===== config.mk =====
export PLATFORM = sky130hd
export DESIGN_NAME = uart_tx_byte_fifo
export DESIGN_NICKNAME = d
export VERILOG_FILES = /design/src/rtl/uart_tx_byte_fifo.sv
export SDC_FILE = /design/constraint.sdc
export NUM_CORES = 1
export LEC_CHECK = 0
export CAP_MARGIN = 40
export CORE_UTILIZATION = 55
export CTS_CLUSTER_DIAMETER = 50
export DETAILED_ROUTE_END_ITERATION = 8
export PLACE_DENSITY = 0.74
export SETUP_SLACK_MARGIN = 0.2
export SLEW_MARGIN = 15
export SYNTH_ARGS = -nofsm -noshare
export SYNTH_HDL_FRONTEND = slang
export SYNTH_SLANG_ARGS = --single-unit

===== constraint.sdc =====
create_clock -name i_Clock -period 4.3 [get_ports i_Clock]
set_clock_uncertainty 0.05 [all_clocks]
set_input_delay 1.075 -clock i_Clock [delete_from_list [all_inputs] [get_ports i_Clock]]
set_output_delay 1.075 -clock i_Clock [all_outputs]
set_load 0.005 [all_outputs]

===== src/rtl/uart_tx_byte_fifo.sv =====
// uart_tx_byte_fifo: byte FIFO between a UART receiver and a UART transmitter.
// Received bytes are queued, then launched one at a time into the transmitter
// with a one-cycle strobe. After each launch the FSM waits for the end of the
// transmitted frame, giving up after TIMEOUT_CLKS cycles.
module uart_tx_byte_fifo #(
    parameter int DEPTH        = 16,
    parameter int TIMEOUT_CLKS = 2048
) (
    input  logic                     i_Clock,
    input  logic                     i_Rst_n,
    input  logic                     i_Wr_DV,
    input  logic [7:0]               i_Wr_Byte,
    input  logic                     i_Tx_Active,
    input  logic                     i_Tx_Done,
    input  logic                     i_Clr_Ovf,
    output logic                     o_Tx_DV,
    output logic [7:0]               o_Tx_Byte,
    output logic [$clog2(DEPTH):0]   o_Count,
    output logic                     o_Empty,
    output logic                     o_Full,
    output logic                     o_Overflow,
    output logic                     o_Tx_Err
);

    localparam int AW = $clog2(DEPTH);
    localparam int TW = $clog2(TIMEOUT_CLKS + 1);
    localparam logic [AW:0]   DEPTH_C  = (AW + 1)'(DEPTH);
    localparam logic [TW-1:0] TMO_LAST = TW'(TIMEOUT_CLKS - 1);

    localparam logic [1:0] IDLE      = 2'd0;
    localparam logic [1:0] LAUNCH    = 2'd1;
    localparam logic [1:0] WAIT_DONE = 2'd2;

    logic [7:0]    mem [DEPTH];
    logic [AW-1:0] wr_ptr;
    logic [AW-1:0] rd_ptr;
    logic [AW:0]   count_next;
    logic [1:0]    state;
    logic [TW-1:0] tmo_cnt;
    logic          push;
    logic          pop;
    logic          drop;
    logic          tmo_hit;

    // A full FIFO refuses the write even when a pop happens on the same edge.
    assign push    = i_Wr_DV && !o_Full;
    assign drop    = i_Wr_DV && o_Full;
    assign pop     = (state == LAUNCH);
    assign tmo_hit = (state == WAIT_DONE) && !i_Tx_Done && (tmo_cnt == TMO_LAST);

    // Occupancy after this edge; simultaneous push and pop leave it unchanged.
    always_comb begin
        count_next = o_Count;
        if (push && !pop) begin
            count_next = o_Count + 1'b1;
        end else if (!push && pop) begin
            count_next = o_Count - 1'b1;
        end
    end

    // Storage array: data only, so it carries no reset.
    always_ff @(posedge i_Clock) begin
        if (push) begin
            mem[wr_ptr] <= i_Wr_Byte;
        end
    end

    // Pointers and registered occupancy flags, all derived from count_next.
    always_ff @(posedge i_Clock or negedge i_Rst_n) begin
        if (!i_Rst_n) begin
            wr_ptr  <= '0;
            rd_ptr  <= '0;
            o_Count <= '0;
            o_Empty <= 1'b1;
            o_Full  <= 1'b0;
        end else begin
            if (push) begin
                wr_ptr <= wr_ptr + 1'b1;
            end
            if (pop) begin
                rd_ptr <= rd_ptr + 1'b1;
            end
            o_Count <= count_next;
            o_Empty <= (count_next == '0);
            o_Full  <= (count_next == DEPTH_C);
        end
    end

    // Launch FSM: IDLE picks up the head byte, LAUNCH pops it, WAIT_DONE
    // holds until the frame ends or the timeout expires.
    always_ff @(posedge i_Clock or negedge i_Rst_n) begin
        if (!i_Rst_n) begin
            state     <= IDLE;
            tmo_cnt   <= '0;
            o_Tx_DV   <= 1'b0;
            o_Tx_Byte <= 8'h00;
        end else begin
            o_Tx_DV <= 1'b0;
            case (state)
                IDLE: begin
                    if (!o_Empty && !i_Tx_Active) begin
                        state     <= LAUNCH;
                        o_Tx_DV   <= 1'b1;
                        o_Tx_Byte <= mem[rd_ptr];
                    end
                end
                LAUNCH: begin
                    state   <= WAIT_DONE;
                    tmo_cnt <= '0;
                end
                WAIT_DONE: begin
                    if (i_Tx_Done || tmo_hit) begin
                        state <= IDLE;
                    end else begin
                        tmo_cnt <= tmo_cnt + 1'b1;
                    end
                end
                default: begin
                    state <= IDLE;
                end
            endcase
        end
    end

    // Sticky error flags; a setting event on the same edge beats the clear.
    always_ff @(posedge i_Clock or negedge i_Rst_n) begin
        if (!i_Rst_n) begin
            o_Overflow <= 1'b0;
            o_Tx_Err   <= 1'b0;
        end else begin
            if (drop) begin
                o_Overflow <= 1'b1;
            end else if (i_Clr_Ovf) begin
                o_Overflow <= 1'b0;
            end
            if (tmo_hit) begin
                o_Tx_Err <= 1'b1;
            end else if (i_Clr_Ovf) begin
                o_Tx_Err <= 1'b0;
            end
        end
    end

endmodule

==> metrics.md <==
| Metric | Value |
|---|---|
| Pint | 3563 µW |
| Worst-margin pin slew | 0.8251 ns |
| # port buffers | 31 |
| Max FO, Critical Path | 10 |
| Initial Utilization | 56.88% |
| Synth area leader | edfxtp_1 |
| Max_cap viols | 0 |
| Synth area leaders | edfxtp_1 56%, dfrtp_1 14%, mux4_2 10% |
| Fin. Hold Viols | 0 |
| Post-synth top area share | 55.79% |
| Core Box Area | 12110 µm² |
| Crit Path Class | in -> reg |
| Global Route Usage Sum | 22.81% |
| Die Ht | 113.9 µm |
| H-tree Lvls | 4 |
| Clk buf depth | 2 |
| Syn avg cell area | 17.35 µm² |
| Most frequent cells in the layout | 128 x edfxtp_1, 38 x dfrtp_1, 32 x mux4_2 |
| Root Driver | clkbuf_16 |
| Fin nets | 464 |
| Share of layout cells above drive strength 1 | 20.48% |
| Register area | 4847 µm² |
| Seq pwr share | 44.2% |
| Crit path DAT | 2.69 ns |
| Die extent in x | 113.9 µm |
| Post CTS Setup Buffer Count | 0 |
| # diodes | 0 |
| Placed wire-length estimate | 8736 µm |
| DRT Wirelength | 13190 µm |
| Yosys warns | 0 |
| Fin. max-slew vios | 0 |
| Std-Cell Rows | 40 |
| Period utilization | 62.64% |
| Switch Pwr | 1517 µW |
| First-pass GRT wire length | 20770 µm |
| Layout filler cell count | 827 |
| RSZ-0062 raised after global routing | false |
| Seq cells post-synth | 168 |
| Hold WC Path Type | reg -> reg |
| Crit start category | primary input |
| ANT nets after route | 0 |
| Later-pin clock latency in the skew report | 0.41 ns |
| Clock share of power | 28.3% |
| Setup TNS | 0 ns |
| Max frequency | 0.3713 GHz |
| Area grow syn2layout | 15.84% |
| Sequential area share after synthesis | 70.34% |
| Remaining DRCs | 0 |
| Mapped Nets | 419 |
| Cts bufs inserted | 17 |
| Via count | 3622 |
| Post-synth top flop | edfxtp_1 |
| Sw Ratio | 29.86% |
| DR WL/cell | 21.21 µm |
| CTS tree | yes |
| 1st-pass router iterations | 5 |
| EDFF count, synth | 128 |
| Final core utilization | 65.89% |
| Resize count post-CTS | 0 |
| Most common cell after layout, fill and taps aside | edfxtp_1 |
| Pwr Density | 636.5 nW/µm² |
| Comb pwr share | 27.6% |
| FFs w/ async S/R, synth | 23.81% |
| CP required | 4.29 ns |
| Multi-input gate area | 1906 µm² |
| Mapped cell area | 6889 µm² |
| Leakage | 0.002809 µW |
| Final setup fails | 0 |
| GRT overflow | 0 |
| Cts hold-fix bufs | 0 |
| Peak supply drop | 0.3235 mV |
| Vias in the first global route | 3596 |
| Setup crit end kind | flop |
| Final WS setup | 1.607 ns |
| Slew margin rel. | 44.99% |
| Placement Setup Slack | 1.191 ns |
| Iter 0 DRT Violations | 309 |
| Initial antenna violation count | 0 |
| Cells after synthesis | 397 |
| Reg clk slew, reported paths | 0.06 ns |
| Die area | 12980 µm² |
| Largest net degree at the start of global routing | 22 |
| Avg Vias per Cell | 5.823 |
| Boundary Pins | 32 |
| Clk sinks | 168 |
| Status | completed |
| Gpl congestion | 0.7895 |
| Min cycle time layout | 2.693 ns |
| Yosys cell types | 52 |
[synth_stat cells, types with 2 or more instances]
library cell and number:
nor3_1 8, clkbuf_1 3, ha_1 8, o21ai_1 6, xor2_1 4, nor4b_2 2, mux4_2 32, edfxtp_1 128
buf_4 3, nand4_1 4, xnor2_1 13, o21ai_0 9, nand3_1 10, dfrtp_1 39, inv_1 7, mux2i_1 15
nor4_1 2, nand2b_1 3, buf_6 3, nor2_1 30, buf_2 7, nand2_1 20, a21oi_1 12
[flip-flops by register name, summed over array words and instances (netlist names), 2 cells and up]
name,cells
rd_ptr,4
tmo_cnt,12
state,2
wr_ptr,4
o_Count,5
mem,128
o_Tx_Byte,8
[cell families (layout without fill, tap and decap cells)]
family                     after synthesis  after routing  synth area share (%)
AOI/OAI and AO/OA                       34             34                 3.178
xor gates and xnor gates                18             18                 2.397
adders and majority gates                8              8                 1.453
buffers and inverters                   24             81                 1.998
DFF                                    168            168                 70.34
muxes                                   48             48                 12.80
and+or+nand+nor                         97             97                 7.828
[layout make-up]
class                      count  area share (%)
sequential                   168           60.74
multi-input combinational    205           23.88
tap                          168           2.634
timing repair buffer          42           5.268
inverter                       8          0.4390
clock inverter                12           1.615
clock buffer                  19           5.425
[worst max-delay path, stage by stage]
cell             delay (ns)
clkdlybuf4s50_1        0.50
nor2b_1                0.16
buf_4                  0.20
nand2_1                0.18
nor2_1                 0.56
[layer usage]
layer / track usage, % / share of wire, %
met3: 6.536 / 7.3
met1: 31.25 / 42
met5: 0 / 0
met2: 35.60 / 48
met4: 7.532 / 2.4
[power by group through the flow]
stage	Clock, µW	Sequential [µW]	Combinational (µW)
after floorplan	0	2160	1040
after detailed placement	0	2280	1390
after global routing	1520	2280	1520
after CTS	1460	2250	1420
final	1440	2240	1400
after global placement	0	2310	1290
[stage by stage]
step	total power, µW	hold WS, ns	area [µm²]	instances
global placement	3601	0.4302	7371	589
global route	5325	0.4715	7980	622
floorplan	3194	0.4350	6889	397
CTS	5129	0.4533	7980	622
detailed placement	3671	0.4402	7418	591
finish	5080	0.4512	7980	622
[worst paths after layout]
path | endpoint | slack [ns] | cells past startpoint | from
worst min register to register | o_Tx_Byte[1] | 0.45 | 2 | o_Tx_Byte[1]
worst min-delay path | o_Tx_Byte[1] | 0.45 | 2 | o_Tx_Byte[1]
max in group asynchronous | o_Empty | 3.04 | 2 | i_Rst_n
min in group asynchronous | rd_ptr[2] | 0.60 | 1 | i_Rst_n
worst max register to register | o_Tx_Byte[4] | 1.84 | 6 | rd_ptr[1]
worst max-delay path | mem[11][0] | 1.61 | 5 | i_Wr_DV
(Power assumes the default switching activity.)
